### config.mk
export PLATFORM = sky130hd
export DESIGN_NAME = id_exe_pipe_reg
export DESIGN_NICKNAME = d
export VERILOG_FILES = /design/src/rtl/id_exe_pipe_reg.sv
export SDC_FILE = /design/constraint.sdc
export NUM_CORES = 1
export LEC_CHECK = 0
export BUFFER_PORTS_ARGS = -buffer_cell sky130_fd_sc_hd__buf_4
export CAP_MARGIN = 15
export CORE_MARGIN = 5
export CORE_UTILIZATION = 30
export CTS_CLUSTER_SIZE = 14
export DETAILED_ROUTE_END_ITERATION = 8
export PLACE_DENSITY = 0.68
export SYNTH_ARGS = -nofsm -noshare
export SYNTH_HDL_FRONTEND = slang
export SYNTH_SLANG_ARGS = --single-unit
### constraint.sdc
create_clock -name clk -period 4.5 [get_ports clk]
set_clock_uncertainty 0.1 [all_clocks]
set_input_delay 0.9 -clock clk [delete_from_list [all_inputs] [get_ports clk]]
set_output_delay 0.9 -clock clk [all_outputs]
set_load 0.005 [all_outputs]
### src/rtl/id_exe_pipe_reg.sv
// Elastic ID/EX pipeline register with valid/ready handshake, flush and a saturating stall counter.
// Define ID_EXE_SKID_EN to add a one-entry skid buffer so that in_ready comes straight from a flop.
module id_exe_pipe_reg #(
  parameter int DSIZE  = 32,
  parameter int ASIZE  = 5,
  parameter int ISIZE  = 32,
  parameter int CTRL_W = 7,
  parameter int CNT_W  = 16
) (
  input  logic              clk,
  input  logic              rst_n,
  input  logic              flush,
  input  logic              in_valid,
  output logic              in_ready,
  input  logic [DSIZE-1:0]  rdata1_in,
  input  logic [DSIZE-1:0]  rdata2_in,
  input  logic [DSIZE-1:0]  rdata2_imm_in,
  input  logic [DSIZE-1:0]  imm_in,
  input  logic [ASIZE-1:0]  waddr_in,
  input  logic [ISIZE-1:0]  npc_in,
  input  logic [CTRL_W-1:0] ctrl_in,
  output logic              out_valid,
  input  logic              out_ready,
  output logic [DSIZE-1:0]  rdata1_out,
  output logic [DSIZE-1:0]  rdata2_out,
  output logic [DSIZE-1:0]  rdata2_imm_out,
  output logic [DSIZE-1:0]  imm_out,
  output logic [ASIZE-1:0]  waddr_out,
  output logic [ISIZE-1:0]  npc_out,
  output logic [CTRL_W-1:0] ctrl_out,
  output logic [CNT_W-1:0]  stall_cnt
);

  localparam int PAY_W = 4 * DSIZE + ASIZE + ISIZE;

  function automatic logic [CNT_W-1:0] sat_inc(input logic [CNT_W-1:0] v);
    return (&v) ? v : v + 1'b1;
  endfunction

  logic [PAY_W-1:0]  pay_in;
  logic [PAY_W-1:0]  pay_q, pay_d;
  logic [CTRL_W-1:0] ctrl_q, ctrl_d;
  logic              vld_q, vld_d;
  logic [CNT_W-1:0]  cnt_q, cnt_d;
  logic              xfer_in;

  assign pay_in  = {rdata1_in, rdata2_in, rdata2_imm_in, imm_in, waddr_in, npc_in};
  assign xfer_in = in_valid & in_ready;

  always_comb begin
    cnt_d = cnt_q;
    if (vld_q && !out_ready && !flush) cnt_d = sat_inc(cnt_q);
  end

`ifdef ID_EXE_SKID_EN
  logic [PAY_W-1:0]  skid_pay_q, skid_pay_d;
  logic [CTRL_W-1:0] skid_ctrl_q, skid_ctrl_d;
  logic              skid_vld_q, skid_vld_d;

  assign in_ready = ~skid_vld_q;

  always_comb begin
    vld_d       = vld_q;
    ctrl_d      = ctrl_q;
    pay_d       = pay_q;
    skid_vld_d  = skid_vld_q;
    skid_ctrl_d = skid_ctrl_q;
    skid_pay_d  = skid_pay_q;
    if (flush) begin
      vld_d      = 1'b0;
      ctrl_d     = '0;
      skid_vld_d = 1'b0;
    end else if (vld_q && !out_ready) begin
      // Output is blocked: a newly accepted entry parks in the skid slot.
      if (xfer_in) begin
        skid_vld_d  = 1'b1;
        skid_ctrl_d = ctrl_in;
        skid_pay_d  = pay_in;
      end
    end else if (skid_vld_q) begin
      vld_d      = 1'b1;
      ctrl_d     = skid_ctrl_q;
      pay_d      = skid_pay_q;
      skid_vld_d = 1'b0;
    end else begin
      vld_d  = in_valid;
      ctrl_d = in_valid ? ctrl_in : '0;
      if (in_valid) pay_d = pay_in;
    end
  end

  always_ff @(posedge clk or negedge rst_n) begin
    if (!rst_n) begin
      skid_vld_q  <= 1'b0;
      skid_ctrl_q <= '0;
      skid_pay_q  <= '0;
    end else begin
      skid_vld_q  <= skid_vld_d;
      skid_ctrl_q <= skid_ctrl_d;
      skid_pay_q  <= skid_pay_d;
    end
  end
`else
  assign in_ready = out_ready | ~vld_q;

  always_comb begin
    vld_d  = vld_q;
    ctrl_d = ctrl_q;
    pay_d  = pay_q;
    if (flush) begin
      vld_d  = 1'b0;
      ctrl_d = '0;
    end else if (in_ready) begin
      // Bubbles carry an all-zero control bundle so no side effects leak into execute.
      vld_d  = in_valid;
      ctrl_d = in_valid ? ctrl_in : '0;
      if (in_valid) pay_d = pay_in;
    end
  end
`endif

  always_ff @(posedge clk or negedge rst_n) begin
    if (!rst_n) begin
      vld_q  <= 1'b0;
      ctrl_q <= '0;
      pay_q  <= '0;
      cnt_q  <= '0;
    end else begin
      vld_q  <= vld_d;
      ctrl_q <= ctrl_d;
      pay_q  <= pay_d;
      cnt_q  <= cnt_d;
    end
  end

  assign out_valid = vld_q;
  assign ctrl_out  = ctrl_q;
  assign stall_cnt = cnt_q;
  assign {rdata1_out, rdata2_out, rdata2_imm_out, imm_out, waddr_out, npc_out} = pay_q;

endmodule

# Word-level counts from Yosys, hierarchy flattened

Index checks and enable logic that the tools add are counted.

Multiplexer cells: 5
Bitwise gates (word level): 4
$add $sub $neg: 1
Reduce and logical (&&, ||, !) cells: 8

Operators by type and width:

| kind                    | count |
|---|---|
| $mux W7                 | 3 |
| $add A16 B1 Y16 const B | 1 |
| $reduce_and A16 Y1      | 1 |
| $not A1 Y1              | 3 |
| $reduce_and A3 Y1       | 1 |
| $logic_and A1 B1 Y1     | 2 |
| $logic_not A1 Y1        | 2 |
| $mux W1                 | 2 |
| $reduce_and A2 Y1       | 1 |
| $reduce_bool A2 Y1      | 1 |
| $or A1 B1 Y1            | 1 |

Input port bits: 177
Output and inout bits: 190
Register bits after elaboration: 189

# Depth between registers and ports, before layout

Gate-level depths: netlist of the first run.

Word-level depth: 4
Gate-level depth with buffers: 6
Depth with buffers taken out: 5

# Worst setup path after synthesis of the first run

No wires, ideal clock.

Path type: input to register
Start: input flush
End: register cnt_q[12] (netlist: stall_cnt[12])
Stages on the path: 4
Slack: 2.342 ns
Setup time: 0.125 ns
Required time: 4.275 ns
Arrival time: 1.933 ns
Path buffers: 0
Path through: nor3b_4 nand2_1 nor3_1 mux2_2

Cells in the longest elaborated chain, start to end: 3

Ends and longest elaborated chain:

| what                               | RTL line | text |
|---|---|---|
| start: declaration                 | 12       | `input logic flush,` |
| $logic_not A1 Y1                   | 52       | `if (vld_q && !out_ready && !flush) cnt_d = sat_inc(cnt_q);` |
| $logic_and A1 B1 Y1                | 52       |  |
| $reduce_and A2 Y1 (no source line) | n/a      |  |
| end signal: assignment             | 132      | `cnt_q <= cnt_d;` |
| end: declaration                   | 44       | `logic [CNT_W-1:0] cnt_q, cnt_d;` |

No other way between the ends.
A chain may end at the register's enable or synchronous reset.

# Worst setup path in the final report of the first run

Start: input out_ready
End: output in_ready

Cells in the longest elaborated chain, start to end: 1

Ends and longest elaborated chain:

| what               | RTL line | text |
|---|---|---|
| start: declaration | 23       | `input logic out_ready,` |
| $or A1 B1 Y1       | 104      | `assign in_ready = out_ready \| ~vld_q;` |
| end: declaration   | 14       | `output logic in_ready,` |

No other way between the ends.

==> results of run 1 <==
metal layers:
layer	GRT usage, %	routed length [µm]	vias up
met3	6.15	1750	17
met1	17.0	7850	2503
met4	4.23	316	0
met5	0	0	-
li1	-	-	2338
met2	23.3	9640	233
registers in the layout, indices dropped and copies added, names as in the netlist:
register and cells:
pay_q 165, stall_cnt 16, out_valid 1, ctrl_out 7
worst reg2reg max path, delay by kind of cell, from the launching register on:
kind,cells,cell delay [ns]
flip-flops,1,0.40
multiplexers,1,0.56
AND/OR/NAND/NOR,2,0.53
buffers and inverters,1,0.38
power groups by stage:
stage          Sequential, mW  Clock [mW]  Combinational (mW)
2_1_floorplan            2.17           0               0.316
5_1_grt                  2.18        1.68                1.07
3_3_place_gp             2.16           0               0.991
4_1_cts                  2.14        1.60                1.01
6_report                 2.14        1.53               0.984
3_5_place_dp             2.17           0                1.01
how the worst min path moves through the flow:
stage / startpoint / end / slack, ns / cells past startpoint
6_report: rst_n / pay_q[89]$_DFFE_PN0P_ / 0.41 / 1
5_1_grt: pay_q[152]$_DFFE_PN0P_ / pay_q[152]$_DFFE_PN0P_ / 0.42 / 1
4_1_cts: ctrl_out[1]$_DFFE_PN0P_ / ctrl_out[1]$_DFFE_PN0P_ / 0.41 / 1
3_5_place_dp: ctrl_out[4]$_DFFE_PN0P_ / ctrl_out[4]$_DFFE_PN0P_ / 0.38 / 1
3_3_place_gp: ctrl_out[5]$_DFFE_PN0P_ / ctrl_out[5]$_DFFE_PN0P_ / 0.39 / 1
2_1_floorplan: ctrl_out[0]$_DFFE_PN0P_ / ctrl_out[0]$_DFFE_PN0P_ / 0.39 / 1
cell usage in the layout, fill, tap and decap left out, types with 2 or more instances in the layout:
cell,synthesis,routed
a21oi_1,4,4
a22o_1,7,7
and3_1,2,2
buf_12,0,3
buf_4,0,366
clkbuf_16,0,17
clkinv_4,0,2
clkinv_8,0,3
dfrtp_1,189,189
inv_1,2,2
inv_6,0,4
inv_8,0,3
mux2_2,167,167
nand2_1,5,5
nand3_1,7,7
nand4_1,5,5
nor2_1,3,3
nor3_1,8,8
xnor2_1,2,2
xor2_1,9,9
kinds of logic after synthesis:
| family | share of synthesized area, % |
|---|---|
| AND/OR/NAND/NOR | 3.89 |
| multiplexers | 26.2 |
| adder cells (fa/ha/maj) | 0.172 |
| XOR/XNOR | 1.32 |
| flip-flops | 65.0 |
| buffers and inverters | 2.18 |
| AO/OA/AOI/OAI | 1.20 |
final cells by class:
type                            instances  area (µm²)  area share, %
Sequential cell                       189        4730           43.2
Timing Repair Buffer                  370        2820           25.8
Multi-Input combinational cell        235        2390           21.8
Tap cell                              324         405           3.70
Clock buffer                           18         429           3.92
Clock inverter                         14         173           1.58
Inverter                                2        7.51         0.0685
==> impl_metrics.yaml, run 1 <==
run_status:
  status: "complete, no violations"
routing:
  avgRoutedWirePerCell_um: 17.0
  final_antenna_net_count: 0
  viasPerCell: 4.42
  routed_wl_mm: 19.6
  firstDrtPassIters: 4
  drc_errors: 0
  drt_iter0_drc: 187
  vias: 5091
clock_tree:
  postCtsHoldBufs: 0
  cts_buffers: 17
  htreeDepth: 4
  clock_path_buffers: 2
  clock_sinks: 189
  cts_resized: 0
  path_clk_slew_ns: 0.08
  postCtsSetupBuffers: 0
  clkLatencyLatePin_ns: 0.42
  cts_root_buf: "clkbuf_16"
  cts_tree: "built"
timing:
  tns_ns: 0
  worstMarginPinSlew_ns: 0.780
  timing.hold.ws_ns: 0.409
  relSlewSlack_pct: 48.0
  rsz0062_at_grt: "false"
  min_period_over_period_pct: 54.2
  period_needed_ns: 2.44
  slew_violations: 0
  fmax_mhz: 410
  setup_viol: 0
  hold_violations: 0
  worst_slack_ns: 2.06
power_and_ir_drop:
  swShare_pct: 26.5
  leakagePower_nw: 5.20
  irDropWorstVdd_mv: 0.200
  combPwrFrac_pct: 21.1
  power_mw: 4.65
  seqPwrFrac_pct: 46.0
  p_int_mw: 3.42
  clkPwrFrac_pct: 32.9
  total_switching_power_mw: 1.23
  power.density_nw_per_um2: 425
logic_synthesis:
  synth_seq_cells: 189
  async_flop_share_pct: 100
  synthDistinctLibCells: 30
  synthCells: 445
  netlist.top_cell.by_area: "dfrtp_1"
  synthesis.nets: 623
  synth.top_cell.area_share_pct: 65.0
  yosysSeqAreaShare_pct: 65.0
  syn_area_um2: 7270
  synth-edff-count: 0
  ys_top_cells_by_count: "189 x dfrtp_1, 167 x mux2_2, 10 x buf_2"
  synth_ff_type: "dfrtp_1"
  synth_most_common_cell: "dfrtp_1"
  ys_top_cells_by_area: "dfrtp_1 65%, mux2_2 26%, buf_6 1.4%"
  avgSynthCellArea_um2: 16.3
  yosys_warnings: 0
placed_design:
  portBuffers: 366
  dpl.hpwl_mm: 14.7
  place_inst: 1120
  postPlaceCellArea_um2: 10400
  gp_congestion: 0.845
  post-place-ws_ns: 1.95
floorplan:
  rows: 57
  chipWidth_um: 166
  core-area_um2: 24100
  start_util_pct: 30.2
  dieHeight_um: 166
  io-pin-count: 367
  die-area_um2: 27500
worst_setup_path:
  path_buf_inv: 3
  slowest_stage: "nor2b_1"
  cp.required_ns: 3.50
  crit_path_end_kind: "output pin"
  path_cells: "buf_4, nor2b_1, inv_1, buf_4"
  max_stage_delay_ns: 0.21
  critPathTopFamily: "buffers and inverters"
  crit_top_cell: "buf_4"
  crit_end: "in_ready"
  critPathKind: "primary input to output pin"
  crit_arrival_ns: 1.44
  r2r-end: "pay_q[3]$_DFFE_PN0P_"
  reg2reg_slack_ns: 2.44
  worstSetupStartpoint: "out_ready"
  startpoint_type: "primary input"
  crit_path_max_fanout: 3
  path_depth: 4
  regToRegStartpoint: "out_valid$_DFFE_PN0P_"
  r2r_cells: 4
worst_hold_path:
  hold_path_class: "primary input to async pin"
global_route:
  grt_use_total_pct: 14.2
  grt_first_pass_wirelength_mm: 31.6
  antenna_found_initial: 0
  grt_max_degree: 94
  grt_pass1_vias: 5623
  grt-ovfl-total: 0
cells_and_area:
  syn_to_final_growth_pct: 50.6
  fin_util_pct: 45.4
  n_antenna_cell: 0
  drive_above_1_share_pct: 69.7
  instances_no_fill: 1152
  final_area_um2: 11000
  num-fill-cells: 2217
  nets: 993
run:
  cap_violations: 0
Power figures use the tool's default switching activity.
==> run 2, diff against run 1 <==
--- a/config.mk
+++ b/config.mk
@@ -5,13 +5,14 @@
 export SDC_FILE = /design/constraint.sdc
 export NUM_CORES = 1
 export LEC_CHECK = 0
+export ABC_AREA = 1
 export BUFFER_PORTS_ARGS = -buffer_cell sky130_fd_sc_hd__buf_4
 export CAP_MARGIN = 15
 export CORE_MARGIN = 5
 export CORE_UTILIZATION = 30
 export CTS_CLUSTER_SIZE = 14
 export DETAILED_ROUTE_END_ITERATION = 8
-export PLACE_DENSITY = 0.68
+export PLACE_DENSITY = 0.66
 export SYNTH_ARGS = -nofsm -noshare
 export SYNTH_HDL_FRONTEND = slang
 export SYNTH_SLANG_ARGS = --single-unit
==> constraint.sdc (replaced) <==
create_clock -name clk -period 2.5 [get_ports clk]
set_clock_uncertainty 0.1 [all_clocks]
set_input_delay 0.5 -clock clk [delete_from_list [all_inputs] [get_ports clk]]
set_output_delay 0.5 -clock clk [all_outputs]
set_load 0.005 [all_outputs]
==> run 2 against run 1 <==
First-iteration DRC count up 41%; flip-flop and latch count is the same; worst setup slack got worse by 1.3 ns; hold slack got worse by 0.22 ns; count of clock-buffer cells in the layout did not move; power increased by 88%; register-to-register slack worse by 1.7 ns; wire length increased by 15%; non-clock buffer count grew 13; synthesized cell count rose by 18%; sequential power rose by 83%; global-route usage rose by 0.23 points; critical path type is now register to register; critical endpoint is now stall_cnt[7]$_DFFE_PN0P_.
==> impl_metrics.yaml, run 2 <==
clock_tree:
  clock_path_buffers: 2
  cts_tree: "built"
  postCtsSetupBuffers: 0
  cts_buffers: 17
  clock_sinks: 189
  cts_root_buf: "clkbuf_16"
  htreeDepth: 4
  path_clk_slew_ns: 0.08
  clkLatencyLatePin_ns: 0.43
worst_setup_path:
  slowest_stage: "dfrtp_1"
  startpoint_type: "register"
  cp.required_ns: 2.76
  critPathKind: "register to register"
  regToRegStartpoint: "stall_cnt[0]$_DFFE_PN0P_"
  crit_arrival_ns: 2.03
  crit_path_end_kind: "register"
  crit_path_max_fanout: 9
  max_stage_delay_ns: 0.44
  critPathTopFamily: "simple AND/OR/NAND/NOR gates"
  worstSetupStartpoint: "stall_cnt[0]$_DFFE_PN0P_"
  path_buf_inv: 1
  crit_top_cell: "nand2_1"
  path_cells: "ha_1, nand3_1, inv_1, nand2_1, nor2_1, nor2_2, nand2_1, o21ai_1"
timing:
  tns_ns: 0
  timing.hold.ws_ns: 0.193
  worstMarginPinSlew_ns: 0.523
  relSlewSlack_pct: 65.1
  min_period_over_period_pct: 70.8
  fmax_mhz: 565
  period_needed_ns: 1.77
  setup_viol: 0
  slew_violations: 0
  rsz0062_at_grt: "false"
  hold_violations: 0
placed_design:
  portBuffers: 366
  postPlaceCellArea_um2: 11300
  dpl.hpwl_mm: 16.8
  gp_congestion: 0.783
  place_inst: 1228
routing:
  routed_wl_mm: 22.4
  viasPerCell: 4.39
  vias: 5534
  drt_iter0_drc: 264
  avgRoutedWirePerCell_um: 17.8
  firstDrtPassIters: 4
  drc_errors: 0
  final_antenna_net_count: 0
global_route:
  grt_use_total_pct: 14.4
  globalRouteMet2Util_pct: 23.6
  use_met1_pct: 17.5
  grt_pass1_vias: 6051
  top_usage_layer: "met2"
  grt_max_degree: 60
  antenna_found_initial: 1
  grt_first_pass_wirelength_mm: 34.6
  grt-ovfl-total: 0
  grtUsageMet3_pct: 5.57
power_and_ir_drop:
  power.density_nw_per_um2: 736
  power_mw: 8.75
  leakagePower_nw: 6.24
  irDropWorstVdd_mv: 0.390
cells_and_area:
  multi_input_area_um2: 3070
  nets: 1085
  syn_to_final_growth_pct: 46.7
  largest_register: "pay_q"
  drive_above_1_share_pct: 64.1
  final_common_cell: "buf_4"
  seqCellArea_um2: 4730
  layout_common_cells: "372 x buf_4, 189 x dfrtp_1, 160 x mux2_4"
  num-fill-cells: 2438
  largest_register_ffs: 165
  instances_no_fill: 1261
  final_area_um2: 11900
  n_antenna_cell: 0
logic_synthesis:
  synth-edff-count: 0
  synthesis.nets: 702
  yosysSeqAreaShare_pct: 58.3
  netlist.top_cell.by_area: "dfrtp_1"
  synth_most_common_cell: "dfrtp_1"
  synth.top_cell.area_share_pct: 58.3
  synthCells: 524
  yosys_warnings: 0
  syn_area_um2: 8110
  async_flop_share_pct: 100
  synth_seq_cells: 189
  avgSynthCellArea_um2: 15.5
  ys_top_cells_by_count: "189 x dfrtp_1, 160 x mux2_4, 61 x nand2_1"
  synth_ff_type: "dfrtp_1"
  synthDistinctLibCells: 25
  ys_top_cells_by_area: "dfrtp_1 58%, mux2_4 30%, nand2_1 2.8%"
floorplan:
  die-area_um2: 30400
  core-area_um2: 26800
  start_util_pct: 30.2
  io-pin-count: 367
  rows: 60
  chipWidth_um: 174
  dieHeight_um: 174
run_status:
  status: "complete, no violations"
worst_hold_path:
  hold_path_class: "primary input to register"
  min_from: "rdata2_in[3]"
run:
  cap_violations: 0
[run 2: cell types whose count changed after synthesis, moves of 7 or more]
cell / change
buf_6: +10
nor3_1: -7
buf_2: -10
a22o_1: -7
mux2_2: -164
nand2_1: +56
mux2_4: +159
xor2_1: -8
inv_1: +22
nor2_1: +9
o21ai_0: +8
[run 2: worst paths after layout]
path,to,slack [ns],depth (start not counted)
setup / recovery,stall_cnt[7]$_DFFE_PN0P_,0.73,8
hold / removal,pay_q[104]$_DFFE_PN0P_,0.19,2
setup reg to reg,stall_cnt[7]$_DFFE_PN0P_,0.73,8
hold reg to reg,pay_q[140]$_DFFE_PN0P_,0.40,1
max in group asynchronous,pay_q[96]$_DFFE_PN0P_,1.08,3
min in group asynchronous,pay_q[31]$_DFFE_PN0P_,0.53,2
[run 2: per-stage QoR]
stage	setup WS, ns	util [%]
2_1_floorplan	0.964	-
3_3_place_gp	0.569	42.2
3_5_place_dp	0.518	42.2
4_1_cts	0.698	44.4
5_1_grt	0.567	44.4
6_report	0.729	44.4
[run 2: worst reg2reg max path, delay by kind of cell, from the launching register on]
family	cells	cell delay, ns
and+or+nand+nor	5	0.76
DFF	1	0.44
adders and majority gates	1	0.27
AOI/OAI and AO/OA	1	0.09
buffers and inverters	1	0.06
[run 2: area by class of cell]
| class | count | share of cell area [%] |
|---|---|---|
| clock buffer | 18 | 3.69 |
| clock inverter | 14 | 1.09 |
| inverter | 28 | 0.884 |
| multi-input combinational | 288 | 25.8 |
| sequential | 189 | 39.8 |
| tap | 341 | 3.59 |
| timing repair buffer | 383 | 25.2 |
[run 2: repair_timing]
| item | CTS | global route |
|---|---|---|
| hold buffers | 1 | 0 |
| hold endpoints to repair | 54 | 0 |
| resized for setup | 0 | 0 |
| endpoints found under the setup margin | 0 | 0 |
[run 2: logic make-up after synthesis]
family                   Yosys count  synth area share (%)
multiplexers                     165                  30.3
adder cells (fa/ha/maj)            1                 0.154
XOR/XNOR                           5                 0.540
AO/OA/AOI/OAI                     13                 0.834
buffers and inverters             47                  3.94
flip-flops                       189                  58.3
AND/OR/NAND/NOR                  104                  5.87
[run 2: power breakdown]
| part | leakage (nW) | total, mW | internal, mW | switching, mW |
|---|---|---|---|---|
| logic | 3.71 | 2.17 | 1.48 | 0.688 |
| registers | 2.26 | 3.91 | 3.56 | 0.350 |
| clock network | 0.272 | 2.67 | 1.34 | 1.33 |
| total | 6.24 | 8.75 | 6.39 | 2.37 |
[run 2: per-layer routing]
metal  vias up  share of wire [%]
li1       2537                  -
met1      2728                 42
met2       244                 48
met3        23                8.5
met4         2                1.7
met5         -              0.058
